[config.mk]
export PLATFORM = sky130hd
export DESIGN_NAME = cic_decim_ctrl
export DESIGN_NICKNAME = d
export VERILOG_FILES = /design/src/rtl/cic_decim_ctrl.sv
export SDC_FILE = /design/constraint.sdc
export NUM_CORES = 1
export LEC_CHECK = 0
export CAP_MARGIN = 20
export CORE_MARGIN = 2
export CORE_UTILIZATION = 25
export DETAILED_ROUTE_END_ITERATION = 7
export DONT_BUFFER_PORTS = 1
export PLACE_DENSITY_LB_ADDON = 0.08
export SYNTH_ARGS = -nofsm -noshare
export SYNTH_HDL_FRONTEND = slang
export SYNTH_SLANG_ARGS = --single-unit
[constraint.sdc]
create_clock -name clk_in -period 3.4 [get_ports clk_in]
set_input_delay 0.68 -clock clk_in [delete_from_list [all_inputs] [get_ports clk_in]]
set_output_delay 0.68 -clock clk_in [all_outputs]
set_load 0.05 [all_outputs]
[src/rtl/cic_decim_ctrl.sv]
// -----------------------------------------------------------------------------
// cic_decim_ctrl
//
// Sequencing controller for a CIC decimator. The integrator chain runs
// free; this block owns the integrator's synchronous clear, counts input
// samples to produce the decimation strobe for the comb section, and gates
// comb outputs until the comb delay lines hold real data. A run-time ratio
// change re-sequences the filter: FLUSH (clear) -> WARMUP (discard) -> RUN.
//
// Optional feature: define CIC_GAIN_SHIFT_EN to add the gain_shift output
// (STAGES * ceil(log2(ratio_active))) used downstream to normalise R^STAGES.
//
// Ports
//   clk_in        system clock, rising edge
//   rst_n         asynchronous active-low reset
//   din_valid     input sample presented to the integrator this cycle
//   cfg_ratio     new decimation ratio R
//   cfg_load      one-cycle pulse: latch cfg_ratio and restart sequencing
//   int_rst       synchronous clear to the integrator chain (active high)
//   comb_en       decimation strobe to the comb section
//   dout_valid    comb output valid, one cycle after a post-warm-up comb_en
//   busy          high while in FLUSH or WARMUP
//   cfg_err       sticky, set by a cfg_load carrying R < 2
//   ratio_active  ratio currently in use
//   gain_shift    (CIC_GAIN_SHIFT_EN only) gain normalisation shift
//   state_dbg     current FSM state: 0 FLUSH, 1 WARMUP, 2 RUN
//
// Handshake: there is no backpressure anywhere. din_valid and cfg_load are
// qualifiers sampled on every rising edge; comb_en and dout_valid are
// single-cycle strobes that downstream must accept when they are high.
// -----------------------------------------------------------------------------
module cic_decim_ctrl #(
  parameter int          STAGES        = 3,
  parameter int          RATIO_WIDTH   = 16,
  parameter int unsigned DEFAULT_RATIO = 8
) (
  input  logic                   clk_in,
  input  logic                   rst_n,
  input  logic                   din_valid,
  input  logic [RATIO_WIDTH-1:0] cfg_ratio,
  input  logic                   cfg_load,
  output logic                   int_rst,
  output logic                   comb_en,
  output logic                   dout_valid,
  output logic                   busy,
  output logic                   cfg_err,
  output logic [RATIO_WIDTH-1:0] ratio_active,
`ifdef CIC_GAIN_SHIFT_EN
  output logic [7:0]             gain_shift,
`endif
  output logic [1:0]             state_dbg
);

  localparam logic [RATIO_WIDTH-1:0] DEF_R = RATIO_WIDTH'(DEFAULT_RATIO);
  localparam int CNT_W = (STAGES < 1) ? 1 : $clog2(STAGES + 1);

  typedef enum logic [1:0] {
    S_FLUSH  = 2'd0,
    S_WARMUP = 2'd1,
    S_RUN    = 2'd2
  } state_t;

  state_t                 state_q, state_d;
  logic [CNT_W-1:0]       flush_q, flush_d;
  logic [CNT_W-1:0]       warm_q, warm_d;
  logic [RATIO_WIDTH-1:0] dec_q, dec_d;
  logic [RATIO_WIDTH-1:0] ratio_q, ratio_d;
  logic                   err_q, err_d;
  logic                   comb_q, comb_d;
  // fire_q marks a strobe issued in RUN; it becomes dout_valid one cycle
  // later unless a ratio reload kills it first.
  logic                   fire_q, fire_d;
  logic                   dv_q, dv_d;
  logic                   int_rst_q;
  logic                   busy_q;

  logic                   load_ok;
  logic                   load_bad;
  logic                   terminal;

  assign load_ok  = cfg_load && (cfg_ratio >= RATIO_WIDTH'(2));
  assign load_bad = cfg_load && !load_ok;
  assign terminal = din_valid && (dec_q == (ratio_q - RATIO_WIDTH'(1)));

  always_comb begin
    state_d = state_q;
    flush_d = flush_q;
    warm_d  = warm_q;
    dec_d   = dec_q;
    ratio_d = ratio_q;
    err_d   = err_q;
    comb_d  = 1'b0;
    fire_d  = 1'b0;
    dv_d    = fire_q;

    if (load_ok) begin
      // A valid reload overrides everything, including a coincident strobe.
      ratio_d = cfg_ratio;
      err_d   = 1'b0;
      state_d = S_FLUSH;
      flush_d = '0;
      warm_d  = '0;
      dec_d   = '0;
      dv_d    = 1'b0;
    end else begin
      if (load_bad) begin
        err_d = 1'b1;
      end
      unique case (state_q)
        S_FLUSH: begin
          if (flush_q == CNT_W'(STAGES)) begin
            state_d = S_WARMUP;
            flush_d = '0;
          end else begin
            flush_d = flush_q + CNT_W'(1);
          end
        end
        S_WARMUP: begin
          if (terminal) begin
            dec_d  = '0;
            comb_d = 1'b1;
            if (warm_q == CNT_W'(STAGES - 1)) begin
              state_d = S_RUN;
              warm_d  = '0;
            end else begin
              warm_d = warm_q + CNT_W'(1);
            end
          end else if (din_valid) begin
            dec_d = dec_q + RATIO_WIDTH'(1);
          end
        end
        S_RUN: begin
          if (terminal) begin
            dec_d  = '0;
            comb_d = 1'b1;
            fire_d = 1'b1;
          end else if (din_valid) begin
            dec_d = dec_q + RATIO_WIDTH'(1);
          end
        end
        default: begin
          state_d = S_FLUSH;
          flush_d = '0;
          warm_d  = '0;
          dec_d   = '0;
        end
      endcase
    end
  end

  always_ff @(posedge clk_in or negedge rst_n) begin
    if (!rst_n) begin
      state_q   <= S_FLUSH;
      flush_q   <= '0;
      warm_q    <= '0;
      dec_q     <= '0;
      ratio_q   <= DEF_R;
      err_q     <= 1'b0;
      comb_q    <= 1'b0;
      fire_q    <= 1'b0;
      dv_q      <= 1'b0;
      int_rst_q <= 1'b1;
      busy_q    <= 1'b1;
    end else begin
      state_q   <= state_d;
      flush_q   <= flush_d;
      warm_q    <= warm_d;
      dec_q     <= dec_d;
      ratio_q   <= ratio_d;
      err_q     <= err_d;
      comb_q    <= comb_d;
      fire_q    <= fire_d;
      dv_q      <= dv_d;
      // Registered from next-state so these flags line up with state_q.
      int_rst_q <= (state_d == S_FLUSH);
      busy_q    <= (state_d != S_RUN);
    end
  end

  assign int_rst      = int_rst_q;
  assign comb_en      = comb_q;
  assign dout_valid   = dv_q;
  assign busy         = busy_q;
  assign cfg_err      = err_q;
  assign ratio_active = ratio_q;
  assign state_dbg    = state_q;

`ifdef CIC_GAIN_SHIFT_EN
  // ceil(log2(r)) = index of the top set bit, plus one unless r is a power
  // of two. r is always >= 2 here.
  function automatic logic [7:0] calc_gain(input logic [RATIO_WIDTH-1:0] r);
    int   msb;
    int   cl;
    logic pow2;
    msb = 0;
    for (int i = 0; i < RATIO_WIDTH; i++) begin
      if (r[i]) msb = i;
    end
    pow2 = ((r & (r - RATIO_WIDTH'(1))) == '0);
    cl   = pow2 ? msb : msb + 1;
    return 8'(STAGES * cl);
  endfunction

  logic [7:0] gain_q;

  always_ff @(posedge clk_in or negedge rst_n) begin
    if (!rst_n) begin
      gain_q <= calc_gain(DEF_R);
    end else begin
      gain_q <= calc_gain(ratio_q);
    end
  end

  assign gain_shift = gain_q;
`endif

endmodule

==> results.yml <==
run_status:
  status: "completed"
worst_setup_path:
  cp_data_arrival_time_ns: 2.99
  worst-setup-path-type: "register to register"
  crit_path_end_kind: "register"
  worstSetupStartpointType: "register"
  reg2reg_to: "dec_q[15]"
  required_time_at_the_worst_slack_endpoint_ns: 3.58
  critical_path_peak_fanout: 18
  r2r_slack_ns: 0.59
  reg2reg_from: "ratio_active[1]"
  r2r_cells: 10
floorplanning:
  core_area_sq_um: 10800
  dieWidth_um: 109
  io_pins: 43
  core.rowCount: 38
  die_height_um: 109
  initial_utilization: 0.256
  dieArea_sq_um: 11900
cells_and_area:
  final_nets: 330
  antennaDiodeCount: 0
  multiInputGateArea_sq_um: 1560
  final_non_filler_cell_area_sq_um: 3100
  area.growth.synth_to_final_pct: 12.2
  layout-drive-gt1-share: 0.155
  sequential_cell_area_sq_um: 1100
  final.fill_count: 1158
clock_network:
  tritoncts_clock_tree: "built"
  cts_htree_levels: 2
  cts_hold_repair.buffers: 0
  numClockSinks: 44
  postCtsSetupBuffers: 0
  cts.clk_slew.worst_paths_ns: 0.09
  post_cts.resized_instances: 0
  tritoncts.num_buffers: 5
  cts_root_buffer: "clkbuf_8"
  insertion_delay_ns: 0.29
  cts_max_path_buffers: 2
logic_synthesis:
  netlist_top_cells_count: "41 x dfrtp_1, 32 x nand2_1, 22 x nor2_1"
  synth.net_count: 323
  synth.top_cell.area_share: 0.371
  synthFlopType: "dfrtp_1"
  synth.distinct_cells: 52
  ys_seq_elements: 44
  ys_top_cells_by_area: "dfrtp_1 37%, mux2_2 5.7%, nand2_1 4.3%, xnor2_1 4.1%, ha_1 3.2%"
  proportion_of_synthesized_flip_flops_having_asynchronous_set_or_reset: 1.00
  synth_edf_count: 0
  most_common_cell_in_the_synthesized_netlist: "dfrtp_1"
  total_number_of_yosys_warnings: 0
  syn_area_sq_um: 2760
  synth_sequential_area_ratio: 0.400
  synthesis.area_per_instance_sq_um: 9.34
  netlist.top_cell.by_area: "dfrtp_1"
  syn_inst: 296
place:
  detailed_place.area_sq_um: 2990
  finalWeightedCongestion: 0.710
  port_buffers: 0
  hpwlAfterDp_um: 5340
detailed_routing:
  drt_iter0_drc: 147
  post-route-drc-count: 0
  detail-route-antenna-nets: 0
  dr.pass1.iters: 4
  vias_per_cell: 4.86
  avgRoutedWirePerCell_um: 16.5
  detailroute.via_count: 2160
  drt_wl_total_um: 7330
flow_run:
  maxCapViolCount: 0
sta:
  period_minus_slack_ns: 2.81
  final-setup-viol-count: 0
  fin_setup_tns_ns: 0
  hold_slack_ns: 0.0697
  clock-skew-final_ns: 0.00832
  tightestPinTransition_ns: 0.695
  achievable-frequency_ghz: 0.355
  timing_max_transition_violations_final: 0
  unrepaired_setup_endpoints_after_global_routing: "false"
  hold_viol: 0
  max_slew_headroom: 0.537
  min_period_over_period: 0.828
grt:
  initial_antenna_violation_count: 0
  grt_start_max_net_pins: 45
  gr-usage-all-layers: 0.135
  number_of_global_route_vias_before_repair: 2265
  wire_length_of_the_first_global_routing_pass_um: 12400
  gr-total-overflow: 0
pwr:
  static-leakage-power_nw: 1.27
  ir_drop_worst_vdd_mv: 0.244
  post-layout-total-power_mw: 1.36
  power.density_nw_per_um2: 437
worst_hold_path:
  timing.hold.worst.class: "input pin to asynchronous set/reset pin"
## power by group
part	total [mW]	switching [mW]	leakage, nW	internal, mW
registers	0.655	0.0927	0.568	0.562
clock network	0.412	0.193	0.0552	0.219
logic	0.289	0.177	0.646	0.112
## worst max-delay path by stage
stage                    startpoint  cells after the start  slack, ns        end
finish              ratio_active[1]                     10       0.59  dec_q[15]
global route        ratio_active[1]                     10       0.29  dec_q[15]
CTS                 ratio_active[1]                     10       0.52  dec_q[15]
detailed placement  ratio_active[1]                     10       0.56  dec_q[15]
global placement    ratio_active[1]                     10       0.57   dec_q[8]
floorplan           ratio_active[0]                      9       0.65  warm_q[1]
## final cells by class
type,count,share of cell area
inverters,12,0.0145
well taps,140,0.0565
flip-flops and latches,44,0.356
clock inverters,2,0.0113
multi-input cells,225,0.502
clock buffers,6,0.0234
repair buffers,15,0.0363
## metrics by stage
| step | util | instances | setup slack, ns |
|---|---|---|---|
| final | 0.287 | 444 | 0.585 |
| after global routing | 0.287 | 444 | 0.288 |
| after CTS | 0.287 | 444 | 0.524 |
| after detailed placement | 0.277 | 436 | 0.558 |
| after global placement | 0.277 | 436 | 0.573 |
| after floorplan | - | 296 | 0.652 |
## metal layers
metal,up-vias,share of wire,GRT usage
met1,1051,0.47,0.179
met3,2,0.042,0.0305
met5,-,0,0
met4,0,0.0063,0.0302
li1,1072,-,-
met2,35,0.48,0.224
## kinds of logic (layout without fill, tap and decap cells)
group | count (synthesis) | in the layout | synth area share
simple gates | 127 | 127 | 0.258
compound gates | 51 | 51 | 0.129
flops | 44 | 44 | 0.400
buf+inv | 27 | 35 | 0.0403
xor+xnor | 22 | 22 | 0.0697
mux | 18 | 18 | 0.0715
fa+ha+maj | 7 | 7 | 0.0317
## flip-flops by register name, summed over array words and instances, names as in the netlist
signal	cells
dec_q	16
state_dbg	2
comb_en	1
dout_valid	1
cfg_err	1
busy	1
ratio_active	16
fire_q	1
int_rst	1
warm_q	2
flush_q	2
## critical path, stage by stage (launching register included)
cell and delay [ns]:
dfrtp_1 0.38, inv_1 0.08, ha_1 0.23, nor4b_4 0.36
nand4b_2 0.20, or4_1 0.56, o211ai_2 0.13, nand4b_4 0.19
buf_4 0.26, nand2_1 0.16, o21ai_0 0.12
## placed cells by master (no fill, tap or decap), types with 2 or more instances in the layout
cell type,synthesis,routed
dfrtp_1,41,41
nand2_1,32,32
nor2_1,22,22
nand3_1,16,16
o21ai_0,15,15
buf_4,0,15
mux2_2,14,14
xnor2_1,13,13
inv_1,12,12
nor3_1,10,10
nor2b_1,9,9
xor2_1,9,9
a31oi_1,8,8
nor4_1,8,8
ha_1,7,7
o211ai_1,6,6
a21oi_1,6,6
clkbuf_8,0,5
nand3b_1,4,4
nand2b_1,4,4
and3_1,4,4
mux2i_1,4,4
nand4_1,3,3
dfstp_2,3,3
o2111ai_1,2,2
and2_1,2,2
o311ai_1,2,2
o31a_1,2,2
nor3b_1,2,2
Note: power is estimated with default switching activity, not from simulation.
